$ cat src/rtl/btb_pkg.sv
// btb_pkg: shared types and helpers for the set-associative branch target buffer.
//   - 2-bit saturating direction counter encodings and width
//   - btb_entry_t: the logical view of one way (valid, tag, target, counter)
//   - cnt_next(): saturating counter step
// Tag and target fields are sized to the widest supported address (XLEN_MAX)
// so one typedef serves every XLEN; narrower builds zero-extend into it.
package btb_pkg;

  localparam int CNT_W    = 2;
  localparam int XLEN_MAX = 64;

  typedef enum logic [CNT_W-1:0] {
    STRONG_NT = 2'd0,
    WEAK_NT   = 2'd1,
    WEAK_T    = 2'd2,
    STRONG_T  = 2'd3
  } cnt_e;

  typedef struct packed {
    logic                valid;
    logic [XLEN_MAX-1:0] tag;
    logic [XLEN_MAX-1:0] target;
    cnt_e                counter;
  } btb_entry_t;

  // One step of the 2-bit saturating counter toward the resolved outcome.
  function automatic cnt_e cnt_next(input cnt_e c, input logic taken);
    cnt_e n;
    case (c)
      STRONG_NT: n = taken ? WEAK_NT  : STRONG_NT;
      WEAK_NT:   n = taken ? WEAK_T   : STRONG_NT;
      WEAK_T:    n = taken ? STRONG_T : WEAK_NT;
      default:   n = taken ? STRONG_T : WEAK_T;
    endcase
    return n;
  endfunction

endpackage

$ cat src/rtl/btb_plru.sv
// btb_plru: tree pseudo-LRU logic for a single set (purely combinational).
// Ports:
//   state_i     - current PLRU bits of the set (WAYS-1 bits; 1 dummy bit when WAYS=1)
//   touch_way_i - way being made most-recently-used
//   victim_o    - way the tree currently points at for replacement
//   state_o     - PLRU bits after touching touch_way_i
// Encoding: a node bit of 0 points the victim search at the lower half,
// 1 at the upper half. Touching a way flips the path away from it.
module btb_plru
  import btb_pkg::*;
#(
  parameter int WAYS = 2,
  localparam int PW = (WAYS > 1) ? WAYS - 1 : 1,
  localparam int WW = (WAYS > 1) ? $clog2(WAYS) : 1
) (
  input  logic [PW-1:0] state_i,
  input  logic [WW-1:0] touch_way_i,
  output logic [WW-1:0] victim_o,
  output logic [PW-1:0] state_o
);

  generate
    if (WAYS == 4) begin : g_four
      // Node 0 is the root, node 1 covers ways 0/1, node 2 covers ways 2/3.
      always_comb begin
        victim_o = state_i[0] ? {1'b1, state_i[2]} : {1'b0, state_i[1]};
        state_o    = state_i;
        state_o[0] = ~touch_way_i[1];
        if (touch_way_i[1]) begin
          state_o[2] = ~touch_way_i[0];
        end else begin
          state_o[1] = ~touch_way_i[0];
        end
      end
    end else if (WAYS == 2) begin : g_two
      always_comb begin
        victim_o = state_i;
        state_o  = ~touch_way_i;
      end
    end else begin : g_one
      // Direct-mapped: there is only ever one candidate.
      logic unused_plru;
      assign unused_plru = ^{state_i, touch_way_i};
      always_comb begin
        victim_o = '0;
        state_o  = '0;
      end
    end
  endgenerate

endmodule

$ cat src/rtl/btb_assoc.sv
// btb_assoc: set-associative branch target buffer with 2-bit direction counters
// and tree-PLRU replacement.
// Ports:
//   clk, rst                 - rising-edge clock, asynchronous active-low reset
//   pc                       - fetch lookup address (combinational lookup)
//   target_pc/valid/predicted_taken - lookup result (0 on miss)
//   update, update_pc, update_target, update_taken - execute-stage training
//   mispredicted             - redirect flag, feeds statistics only
//   invalidate_all           - clear the whole table (wins over update)
//   update_count, mispredict_count - only with BTB_ASSOC_STATS_EN defined
// Optional feature macro: BTB_ASSOC_STATS_EN (saturating 32-bit statistics).
// Index = addr[log2(SETS)+1:2], tag = addr[XLEN-1:log2(SETS)+2].
// Tag and target storage is not reset; the valid bit alone qualifies an entry.
module btb_assoc
  import btb_pkg::*;
#(
  parameter int XLEN = 32,
  parameter int SETS = 16,
  parameter int WAYS = 2
) (
  input  logic            clk,
  input  logic            rst,
  input  logic [XLEN-1:0] pc,
  output logic [XLEN-1:0] target_pc,
  output logic            valid,
  output logic            predicted_taken,
  input  logic            update,
  input  logic [XLEN-1:0] update_pc,
  input  logic [XLEN-1:0] update_target,
  input  logic            update_taken,
  input  logic            mispredicted,
  input  logic            invalidate_all
`ifdef BTB_ASSOC_STATS_EN
  ,
  output logic [31:0]     update_count,
  output logic [31:0]     mispredict_count
`endif
);

  localparam int IDX_W = $clog2(SETS);
  localparam int TAG_W = XLEN - IDX_W - 2;
  localparam int PW    = (WAYS > 1) ? WAYS - 1 : 1;
  localparam int WW    = (WAYS > 1) ? $clog2(WAYS) : 1;

  // Table state: valid/counter/PLRU are reset, tag/target are not.
  logic [WAYS-1:0] valid_q [SETS];
  logic [WAYS-1:0] valid_d [SETS];
  cnt_e            cnt_q   [SETS][WAYS];
  cnt_e            cnt_d   [SETS][WAYS];
  logic [TAG_W-1:0] tag_q  [SETS][WAYS];
  logic [TAG_W-1:0] tag_d  [SETS][WAYS];
  logic [XLEN-1:0] tgt_q   [SETS][WAYS];
  logic [XLEN-1:0] tgt_d   [SETS][WAYS];
  logic [PW-1:0]   plru_q  [SETS];
  logic [PW-1:0]   plru_d  [SETS];

  // ---------------------------------------------------------------- lookup
  logic [IDX_W-1:0]    lk_idx;
  logic [TAG_W-1:0]    lk_tag;
  btb_entry_t          lk_e [WAYS];
  logic [WAYS-1:0]     lk_hit;
  logic [XLEN_MAX-1:0] hit_tgt_full;
  logic [CNT_W-1:0]    hit_cnt;

  assign lk_idx = pc[IDX_W+1:2];
  assign lk_tag = pc[XLEN-1:IDX_W+2];

  always_comb begin
    lk_hit       = '0;
    hit_tgt_full = '0;
    hit_cnt      = '0;
    for (int w = 0; w < WAYS; w++) begin
      lk_e[w].valid   = valid_q[lk_idx][w];
      lk_e[w].tag     = XLEN_MAX'(tag_q[lk_idx][w]);
      lk_e[w].target  = XLEN_MAX'(tgt_q[lk_idx][w]);
      lk_e[w].counter = cnt_q[lk_idx][w];
      lk_hit[w] = lk_e[w].valid && (lk_e[w].tag == XLEN_MAX'(lk_tag));
      // At most one way can match, so OR-ing the hit ways is a clean mux.
      if (lk_hit[w]) begin
        hit_tgt_full = hit_tgt_full | lk_e[w].target;
        hit_cnt      = hit_cnt | lk_e[w].counter;
      end
    end
  end

  assign valid           = |lk_hit;
  assign predicted_taken = valid & hit_cnt[1];
  assign target_pc       = hit_tgt_full[XLEN-1:0];

  // ---------------------------------------------------------------- update
  logic [IDX_W-1:0] up_idx;
  logic [TAG_W-1:0] up_tag;
  logic [WAYS-1:0]  up_hit;
  logic [WW-1:0]    hit_way;
  logic [WW-1:0]    inv_way;
  logic             has_inv;
  logic [WW-1:0]    alloc_way;
  logic [WW-1:0]    touch_way;
  logic [WW-1:0]    plru_victim;
  logic [PW-1:0]    plru_new;

  assign up_idx = update_pc[IDX_W+1:2];
  assign up_tag = update_pc[XLEN-1:IDX_W+2];

  always_comb begin
    up_hit  = '0;
    hit_way = '0;
    inv_way = '0;
    for (int w = 0; w < WAYS; w++) begin
      up_hit[w] = valid_q[up_idx][w] && (tag_q[up_idx][w] == up_tag);
      if (up_hit[w]) begin
        hit_way = WW'(w);
      end
    end
    // Scan downward so the lowest-numbered invalid way is the one kept.
    for (int w = WAYS - 1; w >= 0; w--) begin
      if (!valid_q[up_idx][w]) begin
        inv_way = WW'(w);
      end
    end
  end

  assign has_inv   = ~&valid_q[up_idx];
  assign alloc_way = has_inv ? inv_way : plru_victim;
  assign touch_way = (|up_hit) ? hit_way : alloc_way;

  btb_plru #(
    .WAYS (WAYS)
  ) u_plru (
    .state_i     (plru_q[up_idx]),
    .touch_way_i (touch_way),
    .victim_o    (plru_victim),
    .state_o     (plru_new)
  );

  always_comb begin
    valid_d = valid_q;
    cnt_d   = cnt_q;
    tag_d   = tag_q;
    tgt_d   = tgt_q;
    plru_d  = plru_q;
    if (invalidate_all) begin
      // Flush wins; any simultaneous update is dropped.
      for (int s = 0; s < SETS; s++) begin
        valid_d[s] = '0;
        plru_d[s]  = '0;
      end
    end else if (update) begin
      if (|up_hit) begin
        cnt_d[up_idx][hit_way] = cnt_next(cnt_q[up_idx][hit_way], update_taken);
        if (update_taken) begin
          tgt_d[up_idx][hit_way] = update_target;
        end
        plru_d[up_idx] = plru_new;
      end else if (update_taken) begin
        // Not-taken misses are never allocated.
        valid_d[up_idx][alloc_way] = 1'b1;
        tag_d[up_idx][alloc_way]   = up_tag;
        tgt_d[up_idx][alloc_way]   = update_target;
        cnt_d[up_idx][alloc_way]   = WEAK_T;
        plru_d[up_idx]             = plru_new;
      end
    end
  end

  always_ff @(posedge clk or negedge rst) begin
    if (!rst) begin
      for (int s = 0; s < SETS; s++) begin
        valid_q[s] <= '0;
        plru_q[s]  <= '0;
        for (int w = 0; w < WAYS; w++) begin
          cnt_q[s][w] <= STRONG_NT;
        end
      end
    end else begin
      valid_q <= valid_d;
      plru_q  <= plru_d;
      cnt_q   <= cnt_d;
    end
  end

  always_ff @(posedge clk) begin
    tag_q <= tag_d;
    tgt_q <= tgt_d;
  end

  // ---------------------------------------------------------------- statistics
`ifdef BTB_ASSOC_STATS_EN
  logic [31:0] update_count_q;
  logic [31:0] update_count_d;
  logic [31:0] mispredict_count_q;
  logic [31:0] mispredict_count_d;
  logic        accepted;

  assign accepted = update & ~invalidate_all;

  always_comb begin
    update_count_d     = update_count_q;
    mispredict_count_d = mispredict_count_q;
    if (accepted && (update_count_q != '1)) begin
      update_count_d = update_count_q + 32'd1;
    end
    if (accepted && mispredicted && (mispredict_count_q != '1)) begin
      mispredict_count_d = mispredict_count_q + 32'd1;
    end
  end

  always_ff @(posedge clk or negedge rst) begin
    if (!rst) begin
      update_count_q     <= '0;
      mispredict_count_q <= '0;
    end else begin
      update_count_q     <= update_count_d;
      mispredict_count_q <= mispredict_count_d;
    end
  end

  assign update_count     = update_count_q;
  assign mispredict_count = mispredict_count_q;
`else
  logic unused_stats;
  assign unused_stats = mispredicted;
`endif

  // Byte-offset bits and the zero-extended part of the lookup view carry no information.
  logic unused_lookup;
  assign unused_lookup = ^{pc[1:0], update_pc[1:0], hit_tgt_full, hit_cnt[0]};

endmodule

$ cat config.mk
export PLATFORM = sky130hd
export DESIGN_NAME = btb_assoc
export DESIGN_NICKNAME = d
export VERILOG_FILES = /design/src/rtl/btb_pkg.sv /design/src/rtl/btb_plru.sv /design/src/rtl/btb_assoc.sv
export SDC_FILE = /design/constraint.sdc
export NUM_CORES = 2
export LEC_CHECK = 0
export ABC_CLOCK_PERIOD_IN_PS = 13600
export BUFFER_PORTS_ARGS = -buffer_cell sky130_fd_sc_hd__buf_2
export CAP_MARGIN = 25
export CORE_MARGIN = 1.5
export CORE_UTILIZATION = 55
export CTS_BUF_LIST = sky130_fd_sc_hd__clkbuf_8
export DETAILED_ROUTE_END_ITERATION = 10
export PLACE_DENSITY = 0.71
export SETUP_SLACK_MARGIN = 0.1
export SLEW_MARGIN = 20
export SYNTH_ARGS = -nofsm -noshare
export SYNTH_HDL_FRONTEND = slang
export SYNTH_HIERARCHICAL = 1
export SYNTH_SLANG_ARGS = --single-unit
$ cat constraint.sdc
create_clock -name clk -period 13.6 [get_ports clk]
set_input_delay 0.68 -clock clk [delete_from_list [all_inputs] [get_ports clk]]
set_output_delay 0.68 -clock clk [all_outputs]
set_load 0.02 [all_outputs]
==> results.sh <==
export IMPL_die_area_um2=171100
export IMPL_worst_r2r_cell_count=12
export IMPL_grt_overflow_total=0
export IMPL_vias=56120
export IMPL_fillers=12120
export IMPL_final_util_pct=60.63
export IMPL_power_leakage_nw=35.34
export IMPL_grt_pass1_wl_um=392900
export IMPL_max_freq_mhz=129.4
export IMPL_rsz0062_at_grt="no"
export IMPL_critPathLaunchType="input pin"
export IMPL_syn_nets=5597
export IMPL_power_mw=12.36
export IMPL_synth_most_common_cell="edfxtp_1"
export IMPL_htree_levels=5
export IMPL_fp_dieH_um=413.7
export IMPL_grt_max_degree=300
export IMPL_hp_class="in2reg"
export IMPL_synth_xor_area_share_pct=0.9442
export IMPL_ant_nets=0
export IMPL_synthTopCellsByArea="edfxtp_1 60%, mux4_2 19%, and3_1 7.0%"
export IMPL_synth_fa_ha_area_share_pct=0.04316
export IMPL_startpoint="update_pc[3]"
export IMPL_fin_crit_sh_pct=56.83
export IMPL_ctsRootBufferMaster="clkbuf_8"
export IMPL_cts_tree="done"
export IMPL_reg2reg_slack_ps=6830
export IMPL_design_area_um2=101500
export IMPL_io_pins=136
export IMPL_drt_iter0_drc=8801
export IMPL_cts_sinks=1968
export IMPL_clock_skew_ps=90.01
export IMPL_synthCells=5495
export IMPL_synth_edf_count=1856
export IMPL_status="finished, final reports clean"
export IMPL_ir_drop_mv=0.1215
export IMPL_muxShareOfSynthArea_pct=21.05
export IMPL_final_cell_count_no_fill=7986
export IMPL_power_density_nw_per_um2=121.7
export IMPL_slew_headroom_pct=19.13
export IMPL_clockBufferDepth=4
export IMPL_setup_viol=0
export IMPL_holdWs_ps=99.51
export IMPL_arrival_ps=8640
export IMPL_crit_end="tgt_q[731]$_DFFE_PP_"
export IMPL_cap_viol_max_count=0
export IMPL_required_ps=14520
export IMPL_cts_setup_buffers=0
export IMPL_core_area_um2=167400
export IMPL_routed_wirelength_um=274900
export IMPL_critPathKind="in2reg"
export IMPL_syn_area_um2=92760
export IMPL_drv_slew=0
export IMPL_synth_largest_area_cell="edfxtp_1"
export IMPL_grt_pass1_vias=56170
export IMPL_routedWlPerCell_um=34.42
export IMPL_setup_tns_ps=0
export IMPL_synthToLayoutAreaGrowth_pct=9.428
export IMPL_dp_cells=7392
export IMPL_synthArstFlopShare_pct=5.691
export IMPL_setup_ws_ps=5871
export IMPL_grt_use_total_pct=32.27
export IMPL_synth_top_area_share_pct=60.08
export IMPL_synth_compound_area_share_pct=2.671
export IMPL_r2r_start="tag_q[229]$_DFFE_PP_"
export IMPL_crit_path_end_kind="register"
export IMPL_drt_first_pass_iters=5
export IMPL_seqCellArea_um2=58540
export IMPL_clock_latency_ps=1110
export IMPL_dieWidth_um=413.7
export IMPL_ys_ff_latch=1968
export IMPL_synth_cell_types=78
export IMPL_synthTopCellsByCount="1856 x edfxtp_1, 1031 x and3_1, 781 x mux4_2"
export IMPL_yosysSeqAreaShare_pct=63.11
export IMPL_hold_viol_final=0
export IMPL_synth_simple_area_share_pct=8.873
export IMPL_drc_errors=0
export IMPL_std_cell_rows=150
export IMPL_place_area_um2=95480
export IMPL_yosys_warnings=6
export IMPL_portBuffers=130
export IMPL_crit_fanout=139
export IMPL_place_ws_ps=5007
export IMPL_place_gp_congestion=0.8944
export IMPL_start_util_pct=55.41
export IMPL_clkSlewWorstSetupHoldPaths_ps=60
export IMPL_antenna_found_initial=20
export IMPL_r2r_end="tgt_q[731]$_DFFE_PP_"
export IMPL_multi_input_area_um2=31690
export IMPL_vias_per_cell=7.028
export IMPL_cts_inserted_buffers=338
export IMPL_final_min_clock_period_ps=7729
export IMPL_avgSynthCellArea_um2=16.88
export IMPL_fin_nets=5636
export IMPL_tightest_slew_ps=1213
export IMPL_dp_hpwl_um=141200
export IMPL_drive_gt1_share_pct=28.16
export IMPL_ys_flop_type="edfxtp_1"
export IMPL_synth_top_family_by_area="multiplexers"
## what timing repair did
item                                   CTS  global route
resized for setup                        0             0
endpoints found under the hold margin   53             0
hold buffers                             3             0
setup endpoints to repair                0             0
## layer usage
layer  wire [um]  up-vias  global-route usage [%]
met2      132500     3902                   51.68
li1            -    22450                       -
met1       98320    29020                   42.67
met4       12920       14                   14.79
met5          92        -                       0
met3       31030      742                   6.904
## worst min path at each step
stage	from	to	slack [ps]	depth (start not counted)
6_report	update_pc[8]	tag_q[756]$_DFFE_PP_	100	1
5_1_grt	update_pc[8]	tag_q[652]$_DFFE_PP_	60	1
4_1_cts	update_pc[8]	tag_q[756]$_DFFE_PP_	20	1
3_5_place_dp	cnt_q[58]$_DFFE_PN0P_	cnt_q[58]$_DFFE_PN0P_	480	1
3_3_place_gp	cnt_q[62]$_DFFE_PN0P_	cnt_q[62]$_DFFE_PN0P_	470	1
2_1_floorplan	rst	cnt_q[0]$_DFFE_PN0P_	380	0
## sequential cells by signal, summed over array words and instances (netlist names)
name and flops:
valid_q 32, plru_q 16, tag_q 832, tgt_q 1024, cnt_q 64
## layout by cell type, fill, tap and decap left out, types with 25 or more instances in the layout
| cell type | n |
|---|---|
| buf_4 | 158 |
| mux4_2 | 781 |
| clkbuf_8 | 353 |
| a22oi_1 | 38 |
| nor2b_1 | 25 |
| o21ai_0 | 26 |
| dfrtp_1 | 112 |
| xnor2_1 | 58 |
| a21oi_1 | 49 |
| and3_1 | 1031 |
| o22ai_1 | 106 |
| mux2i_1 | 137 |
| buf_2 | 121 |
| inv_1 | 236 |
| clkinv_1 | 71 |
| nor3_2 | 31 |
| edfxtp_1 | 1856 |
| mux2_2 | 49 |
| nand2_1 | 73 |
| nor2_4 | 50 |
| xor2_1 | 42 |
| nand3_1 | 32 |
## logic make-up after synthesis
group / count (synthesis)
buf+inv: 723
mux: 968
simple gates: 1377
compound gates: 355
xor+xnor: 100
fa+ha+maj: 4
flops: 1968
## critical path: stages
cell and delay [ps]:
buf_8 420, buf_4 670, nand2b_1 590, o22ai_1 390, nor3_1 110, or4_1 570
or4b_1 610, a211oi_1 650, and3_1 780, a21oi_4 250, inv_8 560, buf_4 830
buf_4 890, and3_1 290
## area by class of cell
| cell class | instances | share of cell area, % |
|---|---|---|
| Antenna cell | 15 | 0.03698 |
| Clock buffer | 352 | 4.773 |
| Clock inverter | 221 | 1.026 |
| Inverter | 124 | 0.4659 |
| Multi-Input combinational cell | 2804 | 31.22 |
| Sequential cell | 1968 | 57.67 |
| Tap cell | 2204 | 2.717 |
| Timing Repair Buffer | 298 | 2.093 |
## power by group
part | internal (mW) | total (mW) | switching, mW
sequential | 6.61 | 6.63 | 0.0140
clock | 2.49 | 4.88 | 2.39
combinational | 0.323 | 0.855 | 0.532
total | 9.42 | 12.4 | 2.93
(Power assumes the default switching activity.)
